**src/rtl/multilevel_xnor_mac.sv**
```systemverilog
// Multi-level binarised XNOR-popcount MAC: per-level gamma-scaled bipolar dot products,
// folded over FOLD beats and scaled by the layer gamma into one saturated result per neuron.
module multilevel_xnor_mac #(
    parameter int SIMD          = 32,
    parameter int WEIGHT_LEVELS = 2,
    parameter int TWIDTH        = 24,
    parameter int FRAC          = 8,
    parameter int FOLD          = 4
) (
    input  logic                            clk,
    input  logic                            rst,
    input  logic                            in_valid,
    output logic                            in_ready,
    input  logic [SIMD-1:0]                 in_act,
    input  logic [SIMD*WEIGHT_LEVELS-1:0]   in_weight,
    input  logic [TWIDTH*WEIGHT_LEVELS-1:0] weight_gamma,
    input  logic [TWIDTH-1:0]               layer_gamma,
    output logic                            out_valid,
    input  logic                            out_ready,
    output logic [TWIDTH-1:0]               out_data,
    output logic                            out_sat
);

    localparam int PCW = $clog2(SIMD + 1);
    localparam int BW  = PCW + 2;
    localparam int SW  = TWIDTH + BW + $clog2(WEIGHT_LEVELS) + 1;
    localparam int MW  = ((2 * TWIDTH > SW) ? 2 * TWIDTH : SW) + 1;
    localparam int CW  = (FOLD > 1) ? $clog2(FOLD) : 1;
    localparam logic [CW-1:0] LAST_BEAT = CW'(FOLD - 1);

    typedef enum logic [1:0] {ST_ACC, ST_DRAIN, ST_SCALE, ST_HOLD} state_t;

    // Returns {saturated, value}; every saturation point goes through here so the flag is uniform.
    function automatic logic [TWIDTH:0] sat_fn(input logic signed [MW-1:0] x);
        logic signed [MW-1:0] max_v;
        logic signed [MW-1:0] min_v;
        max_v = {{(MW - TWIDTH + 1){1'b0}}, {(TWIDTH - 1){1'b1}}};
        min_v = {{(MW - TWIDTH + 1){1'b1}}, {(TWIDTH - 1){1'b0}}};
        if (x > max_v) return {1'b1, max_v[TWIDTH-1:0]};
        if (x < min_v) return {1'b1, min_v[TWIDTH-1:0]};
        return {1'b0, x[TWIDTH-1:0]};
    endfunction

    state_t                   r_state;
    state_t                   w_next_state;
    logic [CW-1:0]            r_count;
    logic signed [TWIDTH-1:0] r_pipe;
    logic signed [TWIDTH-1:0] r_acc;
    logic                     r_pipe_valid;
    logic                     r_sat_flag;
    logic                     r_out_valid;
    logic                     r_out_sat;
    logic [TWIDTH-1:0]        r_out_data;

    logic                     w_in_ready;
    logic                     w_accept;
    logic [PCW-1:0]           w_pc  [WEIGHT_LEVELS];
    logic signed [BW-1:0]     w_bip [WEIGHT_LEVELS];
    logic signed [SW-1:0]     w_sum;
    logic signed [SW-1:0]     w_sum_shift;
    logic signed [MW-1:0]     w_prod;
    logic [TWIDTH:0]          w_beat_sat;
    logic [TWIDTH:0]          w_acc_sat;
    logic [TWIDTH:0]          w_final_sat;

    // NOTE: every combinational output gets a default first so no path can infer a latch.
    always_comb begin
        w_sum = '0;
        for (int l = 0; l < WEIGHT_LEVELS; l++) begin
            w_pc[l] = '0;
            for (int i = 0; i < SIMD; i++) begin
                w_pc[l] = w_pc[l] + PCW'(in_act[i] ~^ in_weight[l*SIMD+i]);
            end
            w_bip[l] = $signed({1'b0, w_pc[l], 1'b0}) - $signed(BW'(SIMD));
            w_sum    = w_sum + SW'(w_bip[l]) * SW'($signed(weight_gamma[l*TWIDTH +: TWIDTH]));
        end
    end

    assign w_sum_shift = w_sum >>> FRAC;
    assign w_beat_sat  = sat_fn(MW'(w_sum_shift));
    assign w_acc_sat   = sat_fn(MW'(r_acc) + MW'(r_pipe));
    assign w_prod      = MW'(r_acc) * MW'($signed(layer_gamma));
    assign w_final_sat = sat_fn(w_prod >>> FRAC);

    always_comb begin
        w_next_state = r_state;
        w_in_ready   = 1'b0;
        case (r_state)
            ST_ACC: begin
                w_in_ready = 1'b1;
                if (in_valid && (r_count == LAST_BEAT)) w_next_state = ST_DRAIN;
            end
            ST_DRAIN: if (r_pipe_valid) w_next_state = ST_SCALE;
            ST_SCALE: w_next_state = ST_HOLD;
            ST_HOLD:  if (out_ready) w_next_state = ST_ACC;
            default:  w_next_state = ST_ACC;
        endcase
    end

    assign w_accept = in_valid && w_in_ready;

    // NOTE: state uses non-blocking assignments so every register samples pre-edge values.
    always_ff @(posedge clk) begin
        if (rst) begin
            r_state      <= ST_ACC;
            r_count      <= '0;
            r_pipe       <= '0;
            r_pipe_valid <= 1'b0;
            r_acc        <= '0;
            r_sat_flag   <= 1'b0;
            r_out_valid  <= 1'b0;
            r_out_data   <= '0;
            r_out_sat    <= 1'b0;
        end else begin
            r_state      <= w_next_state;
            r_pipe_valid <= w_accept;
            if (w_accept) begin
                r_pipe  <= w_beat_sat[TWIDTH-1:0];
                r_count <= (r_count == LAST_BEAT) ? '0 : r_count + 1'b1;
            end
            if (r_pipe_valid) r_acc <= w_acc_sat[TWIDTH-1:0];
            if (r_state == ST_SCALE) begin
                r_out_data  <= w_final_sat[TWIDTH-1:0];
                r_out_sat   <= r_sat_flag | w_final_sat[TWIDTH];
                r_out_valid <= 1'b1;
            end
            // Result consumed: clear everything that belongs to this neuron.
            if (r_state == ST_HOLD && out_ready) begin
                r_out_valid <= 1'b0;
                r_out_sat   <= 1'b0;
                r_acc       <= '0;
                r_sat_flag  <= 1'b0;
            end else begin
                r_sat_flag <= r_sat_flag | (w_accept & w_beat_sat[TWIDTH])
                                         | (r_pipe_valid & w_acc_sat[TWIDTH]);
            end
        end
    end

    assign in_ready  = w_in_ready;
    assign out_valid = r_out_valid;
    assign out_data  = r_out_data;
    assign out_sat   = r_out_sat;

endmodule
```
**config.mk**
```make
export PLATFORM = sky130hd
export DESIGN_NAME = multilevel_xnor_mac
export DESIGN_NICKNAME = d
export VERILOG_FILES = /design/src/rtl/multilevel_xnor_mac.sv
export SDC_FILE = /design/constraint.sdc
export NUM_CORES = 2
export LEC_CHECK = 0
export ABC_AREA = 1
export BUFFER_PORTS_ARGS = -buffer_cell sky130_fd_sc_hd__buf_2
export CAP_MARGIN = 15
export CORE_MARGIN = 2
export CORE_UTILIZATION = 50
export DETAILED_ROUTE_END_ITERATION = 8
export MAX_ROUTING_LAYER = met4
export PLACE_DENSITY = 0.72
export SYNTH_ARGS = -nofsm -noshare
export SYNTH_HDL_FRONTEND = slang
export SYNTH_SLANG_ARGS = --single-unit
```
**constraint.sdc**
```tcl
create_clock -name clk -period 13 [get_ports clk]
set_clock_uncertainty 0.1 [all_clocks]
set_input_delay 1.3 -clock clk [delete_from_list [all_inputs] [get_ports clk]]
set_output_delay 1.3 -clock clk [all_outputs]
set_load 0.01 [all_outputs]
```
==> reports/summary.log <==
INFO  yosys          asyncSetResetFlopFracSynth=0%
INFO  finish         layout-drive-gt1-share=6.54%
INFO  floorplanning  die_height=290µm
INFO  cts            cts_buffers=9
INFO  grt            grt_pass1_vias=34,300
INFO  timing         finalMaxSlewViolations=0
INFO  cts            worstSkewPairLatency=0.35ns
INFO  hold_path      timing.hold.worst_endpoint=out_data[23]
INFO  cts            post_cts_resize_count=0
INFO  routing        routed_wire_length_per_instance=16.3µm
INFO  finish         layout.nets=6,736
INFO  yosys          postSynthAreaPerCell=7.77µm²
INFO  yosys          ys_types=46
INFO  finish         final_cell_mix=sky130_fd_sc_hd__inv_1, sky130_fd_sc_hd__nand2_1, sky130_fd_sc_hd__fa_1
INFO  timing         rsz0062_at_grt=false
INFO  yosys          gate_count_post_synth=5,252
INFO  critical_path  critPathRequiredTime=13.13ns
INFO  critical_path  worst_path_largest_cell_delay=0.57ns
INFO  timing         timing_hold_violations_final=0
INFO  cts            clk_pin_slew_worst_paths=0.06ns
INFO  placement      io_buffer_count=198
INFO  placement      dp_hpwl=89,400µm
INFO  critical_path  r2r_cells=30
INFO  grt            grt_pass1_wl=176,000µm
INFO  critical_path  arrival=12.30ns
INFO  cts            root_buf_cell=sky130_fd_sc_hd__clkbuf_16
INFO  critical_path  crit_fanout=23
INFO  yosys          synth-edff-count=0
INFO  routing        dr_total_vias=32,600
INFO  finish         postLayoutCoreUtil=53.4%
INFO  yosys          seq_area_frac_synth=3.93%
INFO  timing         relSlewSlack=30.4%
INFO  routing        route.detailed.vias_per_inst=5.09
INFO  finish         area_delta_synth_final=5.59%
INFO  routing        drt.antenna.violating_nets=0
INFO  cts            tritoncts=built
INFO  cts            cts_hold_buffers=0
INFO  grt            grt_remaining_overflow=0
INFO  routing        route.detailed.drc=0
INFO  critical_path  r2r-start=r_acc[23]
INFO  yosys          ys_seq_elements=80
INFO  timing         final.period_utilization=93.7%
INFO  hold_path      hold_start=out_data[23]
INFO  grt            global_route.usage.total=27.3%
INFO  routing        drt-pass1-iter-count=8
INFO  hold_path      min-delay-path-class=reg2reg
INFO  outcome        outcome=complete, no violations
INFO  cts            post-cts-setup-buffer-count=0
INFO  critical_path  r2r-end=out_data[15]
INFO  placement      gp_congestion=1.00
INFO  yosys          synth_area=0.0408mm²
INFO  timing         finalSetupViolCount=0
INFO  critical_path  crit_type=in2reg
INFO  floorplanning  core_region_area=0.0807mm²
INFO  finish         final_common_cell=sky130_fd_sc_hd__inv_1
INFO  yosys          ys.flop_type=sky130_fd_sc_hd__dfxtp_1
INFO  placement      preCtsSetupSlack=0.538ns
INFO  critical_path  timing.critical_path.slowest_stage_cell=sky130_fd_sc_hd__fa_1
INFO  run            number_of_maximum_capacitance_constraint_violations=0
INFO  critical_path  timing.critical_path.from_type=primary input
INFO  routing        totalWireLength=104,000µm
INFO  grt            largest_net_degree_at_the_start_of_global_routing=50
INFO  timing         timing.final.crit_period=12.18ns
INFO  cts            clk_path_buf_depth=2
INFO  hold_path      whs_path_depth=2
INFO  floorplanning  initial_utilization=50.6%
INFO  timing         setup_total_negative_slack=0ns
INFO  floorplanning  placement_rows=104
INFO  grt            antenna_found_initial=9
INFO  yosys          synth-warning-count=0
INFO  floorplanning  die_x=290µm
INFO  routing        drt_iter0_drc=2,273
INFO  timing         maxClockFrequency=0.0821GHz
INFO  critical_path  critical_path.endpoint_type=flop
INFO  timing         timing_worst_slew_pin_value=1.04ns
INFO  cts            cts.htree.levels=3
INFO  floorplanning  fp.dieArea=0.0839mm²
INFO  critical_path  rrSetupSlack=4.83ns
INFO  yosys          synth.net_count=6,660
INFO  floorplanning  io_pins=199
INFO  timing         layout_setup_ws=0.822ns
INFO  cts            clock-sinks=80
==> critical path, delay by kind of cell <==
kind / cells / cell delay, ns
AO/OA/AOI/OAI: 5 / 0.95
buffers and inverters: 15 / 1.57
AND/OR/NAND/NOR: 8 / 1.05
adder cells (fa/ha/maj): 16 / 7.25
XOR/XNOR: 1 / 0.15
==> cells in the mapped netlist, types with 9 or more instances <==
master,instances,share of area (%)
sky130_fd_sc_hd__ha_1,274,8.4
sky130_fd_sc_hd__o21bai_1,10,0.18
sky130_fd_sc_hd__a31oi_1,9,0.14
sky130_fd_sc_hd__nand4_1,17,0.26
sky130_fd_sc_hd__xnor2_1,72,1.5
sky130_fd_sc_hd__o21ai_0,107,1.3
sky130_fd_sc_hd__nand3_1,62,0.76
sky130_fd_sc_hd__dfxtp_1,80,3.9
sky130_fd_sc_hd__a21oi_2,21,0.45
sky130_fd_sc_hd__fa_1,962,47
sky130_fd_sc_hd__nand2_2,13,0.20
sky130_fd_sc_hd__xor2_1,76,1.6
sky130_fd_sc_hd__inv_1,1493,14
sky130_fd_sc_hd__clkbuf_1,157,1.4
sky130_fd_sc_hd__nor3_1,15,0.18
sky130_fd_sc_hd__inv_2,17,0.16
sky130_fd_sc_hd__nand2_1,1255,12
sky130_fd_sc_hd__nor2_1,354,3.3
sky130_fd_sc_hd__or2_2,31,0.48
sky130_fd_sc_hd__a21oi_1,155,1.9
sky130_fd_sc_hd__buf_2,9,0.11
==> registers in the layout, summed over array words and instances (netlist names) <==
name / count
r_acc: 24
r_state: 2
r_count: 2
r_pipe_valid: 1
out_sat: 1
r_pipe: 24
r_sat_flag: 1
out_valid: 1
out_data: 24
==> metal layers <==
| layer | track usage, % | wire (µm) | up-vias |
|---|---|---|---|
| met3 | 3.01 | 7730 | 141 |
| met4 | 4.79 | 1950 | 0 |
| met1 | 38.4 | 45300 | 16200 |
| met5 | - | 0 | - |
| li1 | - | - | 15100 |
| met2 | 43.4 | 49300 | 1190 |
==> through the flow <==
stage                     area [µm²]  cells  hold WS, ns
after floorplan                40800   5252        0.359
after global placement         42700   6377        0.354
after detailed placement       42700   6377        0.357
after CTS                      43100   6393        0.368
after global routing           43100   6401        0.386
final                          43100   6402        0.366
==> worst max-delay path by stage <==
stage | start | to | cells past startpoint
final | in_act[27] | r_pipe[9] | 45
after global routing | in_act[27] | r_pipe[1] | 48
after CTS | in_act[27] | r_pipe[9] | 45
after detailed placement | in_act[27] | r_pipe[9] | 45
after global placement | in_act[27] | r_pipe[22] | 45
after floorplan | in_weight[27] | r_pipe[18] | 48
==> final cells by class <==
type                            count  area [µm²]
Fill cell                        7723       37600
Multi-Input combinational cell   3486       32800
Inverter                         1513        5680
Sequential cell                    80        1600
Tap cell                         1060        1330
Timing Repair Buffer              238        1290
Clock buffer                       10         229
Clock inverter                      6        91.3
Antenna cell                        9        22.5
==> kinds of logic (layout without fill, tap and decap cells) <==
kind of cell / after synthesis / count (layout) / share of synthesized area [%]
other: 0 / 9 / 0
XOR/XNOR: 148 / 148 / 3.18
AO/OA/AOI/OAI: 330 / 330 / 4.50
adder cells (fa/ha/maj): 1236 / 1236 / 55.6
AND/OR/NAND/NOR: 1772 / 1772 / 17.2
buffers and inverters: 1686 / 1767 / 15.6
flip-flops: 80 / 80 / 3.93
Power is left out: the tool's default activity adds up to more than one toggle a clock period on the data nets, which glitch-free logic cannot reach.
